## src/rtl/reorder_buffer_pkg.sv

```systemverilog
// Shared constants and types for the reorder buffer: sizing defaults and the
// RV32I major opcodes the commit logic classifies on.
package reorder_buffer_pkg;

    localparam int DEF_ROB_SIZE  = 16;
    localparam int DEF_ROB_POS_W = 4;

    typedef enum logic [6:0] {
        OP_LUI    = 7'b0110111,
        OP_AUIPC  = 7'b0010111,
        OP_JAL    = 7'b1101111,
        OP_JALR   = 7'b1100111,
        OP_BR     = 7'b1100011,
        OP_L      = 7'b0000011,
        OP_S      = 7'b0100011,
        OP_ARITH  = 7'b0110011,
        OP_ARITHI = 7'b0010011
    } opcode_e;

    // Only branches and JALR can redirect fetch at commit.
    function automatic logic is_mispredict(input logic [6:0] opcode,
                                           input logic       pred_jump,
                                           input logic       real_jump);
        return ((opcode == OP_BR) || (opcode == OP_JALR)) && (pred_jump != real_jump);
    endfunction

endpackage

```

## src/rtl/reorder_buffer.sv

```systemverilog
// In-order completion window: allocates at tail, commits one ready head entry per cycle (broadcast to commit = 2 edges).
// No internal backpressure: rob_full asserts at ROB_SIZE-1 to cover the decoder's in-flight instruction; rdy=0 freezes all state.
module reorder_buffer
    import reorder_buffer_pkg::*;
#(
    parameter int ROB_SIZE  = DEF_ROB_SIZE,
    parameter int ROB_POS_W = DEF_ROB_POS_W
) (
    input  logic                 clk,
    input  logic                 rst,
    input  logic                 rdy,

    input  logic                 issue,
    input  logic [4:0]           issue_rd,
    input  logic [6:0]           issue_opcode,
    input  logic [31:0]          issue_pc,
    input  logic                 issue_pred_jump,
    input  logic                 issue_is_ready,
    output logic [ROB_POS_W-1:0] nxt_rob_pos,
    output logic                 rob_full,

    input  logic [ROB_POS_W-1:0] rob_rs1_pos,
    input  logic [ROB_POS_W-1:0] rob_rs2_pos,
    output logic                 rob_rs1_ready,
    output logic                 rob_rs2_ready,
    output logic [31:0]          rob_rs1_val,
    output logic [31:0]          rob_rs2_val,

    input  logic                 alu_result,
    input  logic [ROB_POS_W-1:0] alu_result_rob_pos,
    input  logic [31:0]          alu_result_val,
    input  logic                 alu_result_jump,
    input  logic [31:0]          alu_result_pc,

    input  logic                 lsb_result,
    input  logic [ROB_POS_W-1:0] lsb_result_rob_pos,
    input  logic [31:0]          lsb_result_val,

    output logic                 reg_write,
    output logic [4:0]           reg_rd,
    output logic [31:0]          reg_val,
    output logic [ROB_POS_W-1:0] commit_rob_pos,
    output logic                 lsb_store_commit,
    output logic                 rollback,
    output logic [31:0]          rollback_pc
);

    localparam int CNT_W = ROB_POS_W + 1;

    // Entry control state (reset) and payload (no reset, only read while busy/ready).
    logic                 r_busy      [ROB_SIZE];
    logic                 r_ready     [ROB_SIZE];
    logic [4:0]           r_rd        [ROB_SIZE];
    logic [6:0]           r_opcode    [ROB_SIZE];
    logic                 r_pred_jump [ROB_SIZE];
    logic [31:0]          r_val       [ROB_SIZE];
    logic                 r_real_jump [ROB_SIZE];
    logic [31:0]          r_real_pc   [ROB_SIZE];

    logic [ROB_POS_W-1:0] r_head;
    logic [ROB_POS_W-1:0] r_tail;
    logic [CNT_W-1:0]     r_count;

    logic                 r_reg_write;
    logic [4:0]           r_reg_rd;
    logic [31:0]          r_reg_val;
    logic [ROB_POS_W-1:0] r_commit_rob_pos;
    logic                 r_lsb_store_commit;
    logic                 r_rollback;
    logic [31:0]          r_rollback_pc;

    logic                 w_run;
    logic                 w_commit;
    logic                 w_issue;
    logic                 w_alu_hit;
    logic                 w_lsb_hit;
    logic [6:0]           w_head_op;
    logic                 w_head_mispred;

    // A registered rollback flushes the window, so nothing new is accepted that cycle.
    assign w_run          = rdy && !r_rollback;
    assign w_commit       = (r_count != '0) && r_ready[r_head] && !r_rollback;
    assign w_issue        = issue;
    assign w_alu_hit      = alu_result && r_busy[alu_result_rob_pos];
    assign w_lsb_hit      = lsb_result && r_busy[lsb_result_rob_pos];
    assign w_head_op      = r_opcode[r_head];
    assign w_head_mispred = is_mispredict(w_head_op, r_pred_jump[r_head], r_real_jump[r_head]);

    assign nxt_rob_pos   = r_tail;
    assign rob_full      = (r_count >= CNT_W'(ROB_SIZE - 1));
    assign rob_rs1_ready = r_ready[rob_rs1_pos];
    assign rob_rs2_ready = r_ready[rob_rs2_pos];
    assign rob_rs1_val   = r_val[rob_rs1_pos];
    assign rob_rs2_val   = r_val[rob_rs2_pos];

    assign reg_write        = r_reg_write;
    assign reg_rd           = r_reg_rd;
    assign reg_val          = r_reg_val;
    assign commit_rob_pos   = r_commit_rob_pos;
    assign lsb_store_commit = r_lsb_store_commit;
    assign rollback         = r_rollback;
    assign rollback_pc      = r_rollback_pc;

    always_ff @(posedge clk) begin
        if (rst) begin
            r_head             <= '0;
            r_tail             <= '0;
            r_count            <= '0;
            r_reg_write        <= 1'b0;
            r_reg_rd           <= '0;
            r_reg_val          <= '0;
            r_commit_rob_pos   <= '0;
            r_lsb_store_commit <= 1'b0;
            r_rollback         <= 1'b0;
            r_rollback_pc      <= '0;
            for (int i = 0; i < ROB_SIZE; i++) begin
                r_busy[i]  <= 1'b0;
                r_ready[i] <= 1'b0;
            end
        end else if (rdy) begin
            r_reg_write        <= 1'b0;
            r_lsb_store_commit <= 1'b0;
            r_rollback         <= 1'b0;
            if (r_rollback) begin
                r_head  <= '0;
                r_tail  <= '0;
                r_count <= '0;
                for (int i = 0; i < ROB_SIZE; i++) begin
                    r_busy[i]  <= 1'b0;
                    r_ready[i] <= 1'b0;
                end
            end else begin
                if (w_commit) begin
                    r_busy[r_head]   <= 1'b0;
                    r_head           <= r_head + ROB_POS_W'(1);
                    r_commit_rob_pos <= r_head;
                    if (w_head_op == OP_S) begin
                        r_lsb_store_commit <= 1'b1;
                    end else if (w_head_op != OP_BR) begin
                        r_reg_write <= 1'b1;
                        r_reg_rd    <= r_rd[r_head];
                        r_reg_val   <= r_val[r_head];
                    end
                    if (w_head_mispred) begin
                        r_rollback    <= 1'b1;
                        r_rollback_pc <= r_real_pc[r_head];
                    end
                end
                if (w_alu_hit) begin
                    r_ready[alu_result_rob_pos] <= 1'b1;
                end
                if (w_lsb_hit) begin
                    r_ready[lsb_result_rob_pos] <= 1'b1;
                end
                // Issue last: with a full window the tail slot may be the one just committed.
                if (w_issue) begin
                    r_busy[r_tail]  <= 1'b1;
                    r_ready[r_tail] <= issue_is_ready;
                    r_tail          <= r_tail + ROB_POS_W'(1);
                end
                r_count <= r_count + CNT_W'(w_issue) - CNT_W'(w_commit);
            end
        end
    end

    always_ff @(posedge clk) begin
        if (!rst && w_run) begin
            if (w_alu_hit) begin
                r_val[alu_result_rob_pos]       <= alu_result_val;
                r_real_jump[alu_result_rob_pos] <= alu_result_jump;
                r_real_pc[alu_result_rob_pos]   <= alu_result_pc;
            end
            if (w_lsb_hit) begin
                r_val[lsb_result_rob_pos] <= lsb_result_val;
            end
            // real_pc is seeded with the fall-through pc until the ALU resolves it.
            if (w_issue) begin
                r_rd[r_tail]        <= issue_rd;
                r_opcode[r_tail]    <= issue_opcode;
                r_pred_jump[r_tail] <= issue_pred_jump;
                r_val[r_tail]       <= '0;
                r_real_jump[r_tail] <= 1'b0;
                r_real_pc[r_tail]   <= issue_pc + 32'd4;
            end
        end
    end

endmodule

```

## config.mk

```make
export PLATFORM = sky130hd
export DESIGN_NAME = reorder_buffer
export DESIGN_NICKNAME = d
export VERILOG_FILES = /design/src/rtl/reorder_buffer_pkg.sv /design/src/rtl/reorder_buffer.sv
export SDC_FILE = /design/constraint.sdc
export NUM_CORES = 2
export LEC_CHECK = 0
export CAP_MARGIN = 20
export CORE_MARGIN = 2
export CORE_UTILIZATION = 45
export DETAILED_ROUTE_END_ITERATION = 8
export SLEW_MARGIN = 20
export SYNTH_ARGS = -nofsm -noshare
export SYNTH_HDL_FRONTEND = slang
export SYNTH_SLANG_ARGS = --single-unit
export TNS_END_PERCENT = 30
```

## constraint.sdc

```tcl
create_clock -name clk -period 7.35 [get_ports clk]
set_input_delay 1.47 -clock clk [delete_from_list [all_inputs] [get_ports clk]]
set_output_delay 1.47 -clock clk [all_outputs]
set_load 0.01 [all_outputs]
```

==> summary.txt <==
Layout
  – Area added between synthesis and finish: 12.9%
  – Fraction of layout cells with a size suffix above 1: 0.196
  – Leading cell types in the layout, fill and taps excluded: 799 x nand2_1, 720 x edfxtp_1, 702 x mux4_2
  – Non-Filler Instances: 8386
  – Commonest non-fill, non-tap cell in the layout: nand2_1
  – Final net count: 6273

Die
  – Die area: 165000 µm²
  – Chip width: 407 µm
  – Num ports: 312
  – Row cnt: 147
  – Die Y: 407 µm
  – Core Box Area: 161000 µm²
  – Initial Util: 0.454

Hold path
  – HP Class: flop to flop

Power and ir drop
  – Maximum vdd drop: 0.000245 V
  – Power, Total: 17.7 mW
  – Pleak: 28.5 nW
  – Power per Cell Area: 215 nW/µm²

Global routing
  – Global-route wire length before repair: 397000 µm
  – Number of global-route vias before repair: 56500
  – Initial antenna violation count: 25
  – Largest net degree at the start of global routing: 136
  – GRT Util Overall: 0.329
  – Grt ovf: 0

Timing
  – Final setup TNS: 0 ps
  – RSZ-0062 raised after global routing: false
  – Worst Max-Slew Pin Slew: 1200 ps
  – Final min period: 5700 ps
  – Final hold vios: 0
  – Max frequency: 175 MHz
  – Tcrit/Tclk final: 0.776
  – Setup-failing EPs final: 0
  – Clock Skew: 47.9 ps
  – Rel. slew slack: 0.197
  – Fin. max-slew vios: 0

Yosys
  – Post-synth EDFFs: 720
  – Syn nets: 6511
  – Synthesis-stage register bit count: 1373
  – Seq/Total Area, Yosys: 0.476
  – Main synth FF type: edfxtp_1
  – Syn Inst Count: 6327
  – Ys async rst share: 0
  – Synth cell types: 63
  – Synth Area per Inst: 11.5 µm²
  – Netlist Area Pre-Place: 72900 µm²
  – Synth warn: 0

Clock tree
  – CTS Hold Bufs: 0
  – CTS Sinks: 1373
  – Cts bufs inserted: 152
  – Clock Path Buffers: 3
  – CTS tree: built
  – H-tree Lvls: 4
  – Setup bufs post-CTS: 0
  – Post-CTS Resized: 0
  – Root Driver: clkbuf_16
  – Clk slew on worst S/H paths: 60 ps
  – Clk_lat worst skew: 820 ps

Setup path
  – Slowest cell on the critical path: buf_4
  – Worst Path Required: 5880 ps
  – Crit-path most repeated cell: mux4_2
  – CP max FO: 37
  – Worst setup SP type: input pin
  – Slowest stage delay, CP: 680 ps
  – Critical path cell sequence: clkbuf_8, buf_4, mux4_2, mux4_2, clkdlybuf4s50_1
  – Worst path arrival time: 4230 ps
  – Critical path capture point type: output port
  – Critical path type: input pin to output port

Placed design
  – HPWL after detailed placement: 158000 µm
  – Buffers on Ports: 311
  – Global placement routability congestion: 0.891
  – Placed cell count: 8092

Route
  – Routed wire length: 276000 µm
  – Vias per cell: 6.94
  – Wire per inst: 32.9 µm
  – Iter 0 DRT Violations: 9339
  – Drt drc: 19
  – Post-route ant nets: 0
  – Via Count: 58200
  – Drt pass-1 iters: 9

Job
  – Total of max-cap violations: 0

Outcome
  – Failing checks: design-rule violations
  – Status: finished with violations
[path summary, 6_finish.rpt]
path | cells after the start | from | slack (ps) | endpoint
max | 5 | rob_rs1_pos[0] | 1650 | rob_rs1_val[13]
min | 2 | reg_val[14] | 450 | reg_val[14]
max reg2reg | 7 | rollback | 3360 | r_busy[2]
min reg2reg | 2 | reg_val[14] | 450 | reg_val[14]
[power by group]
part           total, mW  switching [mW]  internal, mW
clock               7.84            3.41          4.42
sequential          8.21          0.0907          8.12
combinational       1.62           0.927         0.698
total               17.7            4.43          13.2
[critical path, delay by kind of cell]
family,cells,cell delay [ps]
buf+inv,3,1560
mux,2,1080
[synth_stat cells, drive strengths merged, types with 18 or more instances]
cell type / number / area [µm²]
nand2: 855 / 3210
edfxtp: 720 / 21600
mux4: 702 / 15800
dfxtp: 653 / 13100
clkbuf: 652 / 2450
nor2: 582 / 2180
o21ai: 472 / 2370
a211oi: 390 / 2930
a22oi: 381 / 2860
buf: 195 / 868
nor3: 130 / 656
a222oi: 124 / 1240
mux2i: 112 / 1120
nor2b: 44 / 275
inv: 41 / 154
and2: 37 / 231
nand3: 36 / 180
a41oi: 18 / 158
ha: 18 / 225
[per-layer routing]
metal	part of all wire	routed length (µm)	track usage
met3	0.13	35500	0.0894
met5	0.00068	188	0
met2	0.45	124000	0.502
met4	0.056	15500	0.169
met1	0.36	101000	0.432
[logic make-up after synthesis]
group                    count (synthesis)  share of synthesized area
AO/OA/AOI/OAI                         1439                      0.137
XOR/XNOR                                32                    0.00384
adder cells (fa/ha/maj)                 19                    0.00336
buffers and inverters                  888                     0.0476
flip-flops                            1373                      0.476
multiplexers                           815                      0.232
AND/OR/NAND/NOR                       1761                      0.100
[flip-flops by register name, indices dropped and copies added, names as in the netlist, 32 cells and up, named ones only]
signal and cells:
r_opcode 112, r_val 512, reg_val 32, r_rd 80, rollback_pc 32, r_real_pc 512
[stage by stage]
step | setup slack [ps] | util | hold slack, ps | instance area [µm²]
after floorplan | 2330 | - | 458 | 72900
after global placement | 1660 | 0.480 | 444 | 77100
after detailed placement | 1660 | 0.480 | 450 | 77100
after CTS | 1660 | 0.511 | 458 | 82200
after global routing | 1530 | 0.512 | 479 | 82300
final | 1650 | 0.512 | 454 | 82300
[area by class of cell]
cell class,count,area (µm²)
fill,13900,78400
multi-input combinational,4066,35300
sequential,1373,34700
timing repair buffer,455,4350
clock buffer,219,4280
tap,2160,2700
clock inverter,64,786
inverter,41,181
antenna,8,20.0
Power figures use the tool's default switching activity.
